===== config.mk =====
export PLATFORM = sky130hd
export DESIGN_NAME = xor_decrypter_flat
export DESIGN_NICKNAME = d
export VERILOG_FILES = /design/src/rtl/xor_decrypter_if.sv /design/src/rtl/xor_decrypter.sv /design/src/flat_wrapper.sv
export SDC_FILE = /design/constraint.sdc
export NUM_CORES = 1
export LEC_CHECK = 0
export CAP_MARGIN = 40
export CORE_MARGIN = 1.5
export CORE_UTILIZATION = 45
export DETAILED_ROUTE_END_ITERATION = 10
export PLACE_DENSITY_LB_ADDON = 0.2
export SYNTH_ARGS = -nofsm -noshare
export SYNTH_HDL_FRONTEND = slang
export SYNTH_SLANG_ARGS = --single-unit

===== constraint.sdc =====
create_clock -name clk -period 2.1 [get_ports clk]
set_input_delay 0.21 -clock clk [delete_from_list [all_inputs] [get_ports clk]]
set_output_delay 0.21 -clock clk [all_outputs]
set_load 0.01 [all_outputs]

===== src/rtl/xor_decrypter_if.sv =====
// Byte-stream bus for the XOR decrypter: session control, ciphertext in, plaintext out.
interface xor_decrypter_if;
    logic [7:0]  key;
    logic [2:0]  shift;
    logic [7:0]  din;
    logic        din_valid;
    logic        xor_enable;
    logic        improved_decrypt_enable;
    logic        last_data;
    logic [7:0]  dout;
    logic        dout_valid;
    logic [15:0] byte_count;
    logic        led_complete;

    modport master (
        output key, shift, din, din_valid, xor_enable, improved_decrypt_enable, last_data,
        input  dout, dout_valid, byte_count, led_complete
    );

    modport slave (
        input  key, shift, din, din_valid, xor_enable, improved_decrypt_enable, last_data,
        output dout, dout_valid, byte_count, led_complete
    );
endinterface


===== src/rtl/xor_decrypter.sv =====
// Session-based XOR byte decrypter with a simple (fixed key) and a chained (previous ciphertext) mode.
//   state | meaning
//   IDLE  | waiting for an enable to open a session
//   RUN   | accepting ciphertext bytes
//   DONE  | session ended on last_data; waiting for both enables low
module xor_decrypter (
    input  logic             clk,
    input  logic             start_reset_n,
    xor_decrypter_if.slave   bus
);
    typedef enum logic [1:0] {
        IDLE = 2'd0,
        RUN  = 2'd1,
        DONE = 2'd2
    } state_t;

    state_t      state, state_next;
    logic [7:0]  chain_reg;
    logic        chained_mode;
    logic        any_enable;
    logic        accept;
    logic        session_start;
    logic [7:0]  key_stream;
    logic [15:0] rot_tmp;

    assign any_enable    = bus.xor_enable | bus.improved_decrypt_enable;
    assign accept        = (state == RUN) && bus.din_valid;
    assign session_start = (state == IDLE) && any_enable;

    // Circular left rotate: the upper byte of the doubled word shifted left.
    assign rot_tmp    = {chain_reg, chain_reg} << bus.shift;
    assign key_stream = rot_tmp[15:8];

    always_ff @(posedge clk or negedge start_reset_n) begin
        if (!start_reset_n) begin
            state <= IDLE;
        end else begin
            state <= state_next;
        end
    end

    always_comb begin
        state_next = state;
        case (state)
            IDLE: begin
                if (any_enable) state_next = RUN;
            end
            RUN: begin
                // An accepted byte always completes, even if the enables drop with it.
                if (accept && bus.last_data) state_next = DONE;
                else if (!any_enable)        state_next = IDLE;
            end
            DONE: begin
                if (!any_enable) state_next = IDLE;
            end
            default: state_next = IDLE;
        endcase
    end

    always_ff @(posedge clk or negedge start_reset_n) begin
        if (!start_reset_n) begin
            chain_reg        <= 8'h00;
            chained_mode     <= 1'b0;
            bus.dout         <= 8'h00;
            bus.dout_valid   <= 1'b0;
            bus.byte_count   <= 16'h0000;
            bus.led_complete <= 1'b0;
        end else begin
            bus.dout_valid <= accept;
            if (session_start) begin
                chain_reg        <= bus.key;
                chained_mode     <= bus.improved_decrypt_enable;
                bus.byte_count   <= 16'h0000;
                bus.led_complete <= 1'b0;
            end
            if (accept) begin
                bus.dout <= bus.din ^ key_stream;
                if (chained_mode) chain_reg <= bus.din;
                if (bus.byte_count != 16'hFFFF) bus.byte_count <= bus.byte_count + 16'd1;
                if (bus.last_data) bus.led_complete <= 1'b1;
            end
        end
    end
endmodule


===== src/flat_wrapper.sv =====
// flat-port wrapper written by rule: the top's interface ports become plain ports
module xor_decrypter_flat 
  (clk, start_reset_n, bus_key, bus_shift, bus_din, bus_din_valid, bus_xor_enable, bus_improved_decrypt_enable, bus_last_data, bus_dout, bus_dout_valid, bus_byte_count, bus_led_complete);
  xor_decrypter_if bus_i ();
  input  logic clk;
  input  logic start_reset_n;
  input wire logic [$bits(bus_i.key)-1:0] bus_key;
  input wire logic [$bits(bus_i.shift)-1:0] bus_shift;
  input wire logic [$bits(bus_i.din)-1:0] bus_din;
  input wire logic [$bits(bus_i.din_valid)-1:0] bus_din_valid;
  input wire logic [$bits(bus_i.xor_enable)-1:0] bus_xor_enable;
  input wire logic [$bits(bus_i.improved_decrypt_enable)-1:0] bus_improved_decrypt_enable;
  input wire logic [$bits(bus_i.last_data)-1:0] bus_last_data;
  output wire logic [$bits(bus_i.dout)-1:0] bus_dout;
  output wire logic [$bits(bus_i.dout_valid)-1:0] bus_dout_valid;
  output wire logic [$bits(bus_i.byte_count)-1:0] bus_byte_count;
  output wire logic [$bits(bus_i.led_complete)-1:0] bus_led_complete;
  assign bus_i.key = bus_key;
  assign bus_i.shift = bus_shift;
  assign bus_i.din = bus_din;
  assign bus_i.din_valid = bus_din_valid;
  assign bus_i.xor_enable = bus_xor_enable;
  assign bus_i.improved_decrypt_enable = bus_improved_decrypt_enable;
  assign bus_i.last_data = bus_last_data;
  assign bus_dout = bus_i.dout;
  assign bus_dout_valid = bus_i.dout_valid;
  assign bus_byte_count = bus_i.byte_count;
  assign bus_led_complete = bus_i.led_complete;
  xor_decrypter u_core (.clk(clk), .start_reset_n(start_reset_n), .bus(bus_i));
endmodule

==> results.md <==
Outcome:
- The run finished with clean final reports.

Clocking:
- The clock transition at the registers of the reported paths is 70 ps.
- Clock latency on the worst-skew pair, taken at its later pin, is 290 ps.
- The number of gates given a new drive strength after cts is 0.
- TritonCTS built the clock tree.
- The clock root buffer master is sky130_fd_sc_hd__clkbuf_8.
- The TritonCTS buffer count is 5.
- The H-tree generated during clock tree synthesis spans 2 levels.
- The total of hold buffers inserted after clock tree synthesis is 0.
- The maximum buffer depth of the clock tree is 2.
- The total clock sinks is 37.
- Once the clock tree was built, the setup fixing pass inserted 0 buffers.

Critical path:
- The peak fanout along the critical path is 8.
- STA puts the critical path data required time at 2280 ps.
- The minimum setup slack among reg-to-reg paths is 140 ps.
- The depth of the worst register-to-register path is 4.
- Tracing the worst setup path back leads to its startpoint at u_core.bus.byte_count[13].
- The worst reg2reg path startpoint is u_core.bus.byte_count[13].
- The endpoint arrival time on the critical path is 2130 ps.
- The start-to-end type of the worst setup path is register to register.
- The worst setup path is captured at a register.
- The kind of start point of the critical path is a register.
- In this run the critical register-to-register path is captured at u_core.bus.byte_count[11].

Power:
- Power comes to 2806 uW.
- Power spread over the standard cell area amounts to 939.1 mW/mm^2.
- The worst supply voltage drop on vdd is 0.5366 mV.
- The leakage power summed over all cells is 0.001313 uW.

Min path:
- The min-delay analysis places its worst path in the category input pin to asynchronous set/reset pin.

Drt:
- The count of TritonRoute iterations in the first routing pass is 4.
- Using the TritonRoute via totals, the vias-per-cell ratio works out to 5.784.
- In this run the remaining antenna-violating nets after routing total 0.
- The final routed wirelength across all metal layers is 5.313 mm.
- The average detailed-routed wire length per instance is 15.72 microns.
- In the routed design, unresolved DRC markers number 0.
- The first routing iteration left 204 violations.
- The via count of the routed design is 1955.

STA:
- The final critical path time including I/O delays and setup is 1956 ps.
- The number of hold-slack violations in the final timing report came to 0.
- Setup repair after global routing left no endpoint under its margin.
- Setup violations remaining at the end of the flow were counted as 0.
- After layout, the worst path uses 93.16% of the clock period.
- For the pin with the worst max-slew slack, the measured transition is 822.7 ps.
- The setup skew after layout is 7.135 ps.
- Measured against its own limit, the worst slew margin works out to 45.16%.
- After routing, the total negative slack on setup checks comes to 0 ps.
- The number of max-slew violations in the final report is 0.
- Based on the critical path, the design can be clocked at up to 511.2 MHz.

Synth:
- The synthesized netlist net count is 239.
- The xor-xnor portion of the synthesized cell area is 4.889%.
- Measured against the total synthesized area, the mux share comes to 13.10%.
- The count of flip-flops with a built-in enable after synthesis is 0.
- Dividing the synthesized area by the synthesized cell count gives 10.09 sq um.
- sky130_fd_sc_hd__dfrtp_1 takes more of the synthesized area than any other cell.
- During synthesis, Yosys emitted a total of 0 warnings.
- The post-synth design cell area is 0.002150 sq mm.
- The top cell type by area accounts for 43.07% of the synthesized area.
- The count of unique library cells instantiated by Yosys is 40.
- The combinational family with the most area after synthesis is simple AND/OR/NAND/NOR gates.
- For this run, the register share of the synthesized area comes to 43.07%.
- The number of flip-flops and latches in the synthesized netlist is 37.
- The synthesized-area fraction occupied by ao, oa, aoi and oai cells is 13.27%.
- The adder-cell area share of the yosys netlist is 0.5821%.
- The cell count after synthesis came out at 213.
- By area the synthesized netlist is led by sky130_fd_sc_hd__dfrtp_1, sky130_fd_sc_hd__mux4_2, sky130_fd_sc_hd__nand2_1.
- The share of synthesized cell area in and, or, nand and nor gates is 22.41%.
- After synthesis, the share of flip-flops with an asynchronous set or reset is 100.0%.
- Among all flip-flop cells after synthesis, the most frequent one is sky130_fd_sc_hd__dfrtp_1.

Place:
- The number of port buffers is 50.
- The wire-length estimate of the detail-placed layout is 3.992 mm.
- The global placement routability congestion is 0.8758.

Final layout:
- Registers take 925.9 sq um.
- The area growth from synthesis to layout is 39.00%.
- The most common library cell in the layout ignoring fill and taps is sky130_fd_sc_hd__clkdlybuf4s50_1.
- The final layout contains 311 nets.
- The filler cell count is 368.
- The share of post-route cells with drive strength above 1 is 17.48%.
- Leaving out fill and tap cells, the most frequent cells in the layout are sky130_fd_sc_hd__clkdlybuf4s50_1, sky130_fd_sc_hd__dfrtp_1, sky130_fd_sc_hd__nand2_1.
- The register with the most flip-flops in the layout has 16 of them.
- The antenna diode count is 0.
- The area taken by multi-input logic gates is 0.001166 sq mm.

Global route:
- The global-route total usage across every layer is 22.76%.
- In the global route stage, met2 resource usage came out at 31.07%.
- The first global-routing pass estimated 9.052 mm of wire.
- The global-route congestion overflow total is 0.
- The pin count of the biggest net entering global routing is 38.
- The met1 usage in global routing is 35.97%.
- The via count of the first global-routing pass is 1769.
- The highest-utilization routing layer at the global route stage is met1.
- The initial antenna violation count is 0.
- The met3 usage in global routing is 4.583%.

Floorplanning:
- The total area inside the core boundary comes to 0.004474 sq mm.
- The top-level port count is 51.
- The die is 72.12 microns wide.
- The die boundary height is 72.12 microns.
- The initial standard-cell utilization of the core is 48.04%.
- The die covers 0.005201 sq mm.
- The number of placement rows is 24.

Flow run:
- The reported max-cap violation count is 0.
## layout make-up
class                      count  area share (%)
multi-input combinational    163           39.03
tap                           52           2.178
inverter                       2          0.2513
sequential                    37           30.99
timing repair buffer          76           23.53
clock buffer                   6           2.764
clock inverter                 2           1.256
## logic make-up (layout without fill, tap and decap cells)
| family | after synthesis | after routing |
|---|---|---|
| XOR/XNOR | 12 | 12 |
| multiplexers | 18 | 18 |
| AO/OA/AOI/OAI | 41 | 41 |
| flip-flops | 37 | 37 |
| adder cells (fa/ha/maj) | 1 | 1 |
| AND/OR/NAND/NOR | 91 | 91 |
| buffers and inverters | 13 | 86 |
## cell usage after synthesis (5+ instances only)
| master | n |
|---|---|
| sky130_fd_sc_hd__a221o_1 | 5 |
| sky130_fd_sc_hd__a31oi_1 | 11 |
| sky130_fd_sc_hd__and4_1 | 5 |
| sky130_fd_sc_hd__clkbuf_1 | 8 |
| sky130_fd_sc_hd__dfrtp_1 | 37 |
| sky130_fd_sc_hd__mux2i_1 | 9 |
| sky130_fd_sc_hd__mux4_2 | 8 |
| sky130_fd_sc_hd__nand2_1 | 36 |
| sky130_fd_sc_hd__nand3_1 | 8 |
| sky130_fd_sc_hd__nor2_1 | 14 |
| sky130_fd_sc_hd__nor4_1 | 7 |
| sky130_fd_sc_hd__o21ai_0 | 13 |
| sky130_fd_sc_hd__xor2_1 | 9 |
## routing by layer
layer / routed length (microns) / vias up / share of wire [%]
met5: 0 / - / 0
met4: 74 / 0 / 1.4
met3: 245 / 6 / 4.6
met2: 2347 / 57 / 44
met1: 2644 / 938 / 50
li1: - / 954 / -
## power breakdown
group / switching (uW) / internal [uW] / leakage [uW]
Clock: 257 / 386 / 0.0000574
Combinational: 496 / 591 / 0.000778
Sequential: 170 / 907 / 0.000477
## how the worst max path moves through the flow
stage,endpoint,slack [ps],cells after the start
after floorplan,u_core.bus.byte_count[11],120,6
after global placement,u_core.bus.dout[3],140,6
after detailed placement,u_core.bus.dout[1],120,6
after CTS,u_core.bus.byte_count[11],150,4
after global routing,u_core.bus.byte_count[11],20,4
final,u_core.bus.byte_count[11],140,4
## per-stage QoR
step | utilization, % | area [sq um] | instances | hold WS (ps) | worst slack, ps
4_1_cts | 66.78 | 2988 | 338 | 28.24 | 145.5
6_report | 66.78 | 2988 | 338 | 6.926 | 143.7
3_3_place_gp | 64.09 | 2868 | 330 | 349.6 | 143.9
2_1_floorplan | - | 2150 | 213 | -85.59 | 124.4
3_5_place_dp | 64.09 | 2868 | 330 | 352.4 | 124.2
5_1_grt | 66.78 | 2988 | 338 | 80.83 | 17.18
## critical path, stage by stage, from the launching register on
cell	delay, ps
sky130_fd_sc_hd__dfrtp_1	420
sky130_fd_sc_hd__nand4_1	150
sky130_fd_sc_hd__or4_1	730
sky130_fd_sc_hd__and4_1	280
sky130_fd_sc_hd__a221o_1	260
Note: power is estimated with default switching activity, not from simulation.
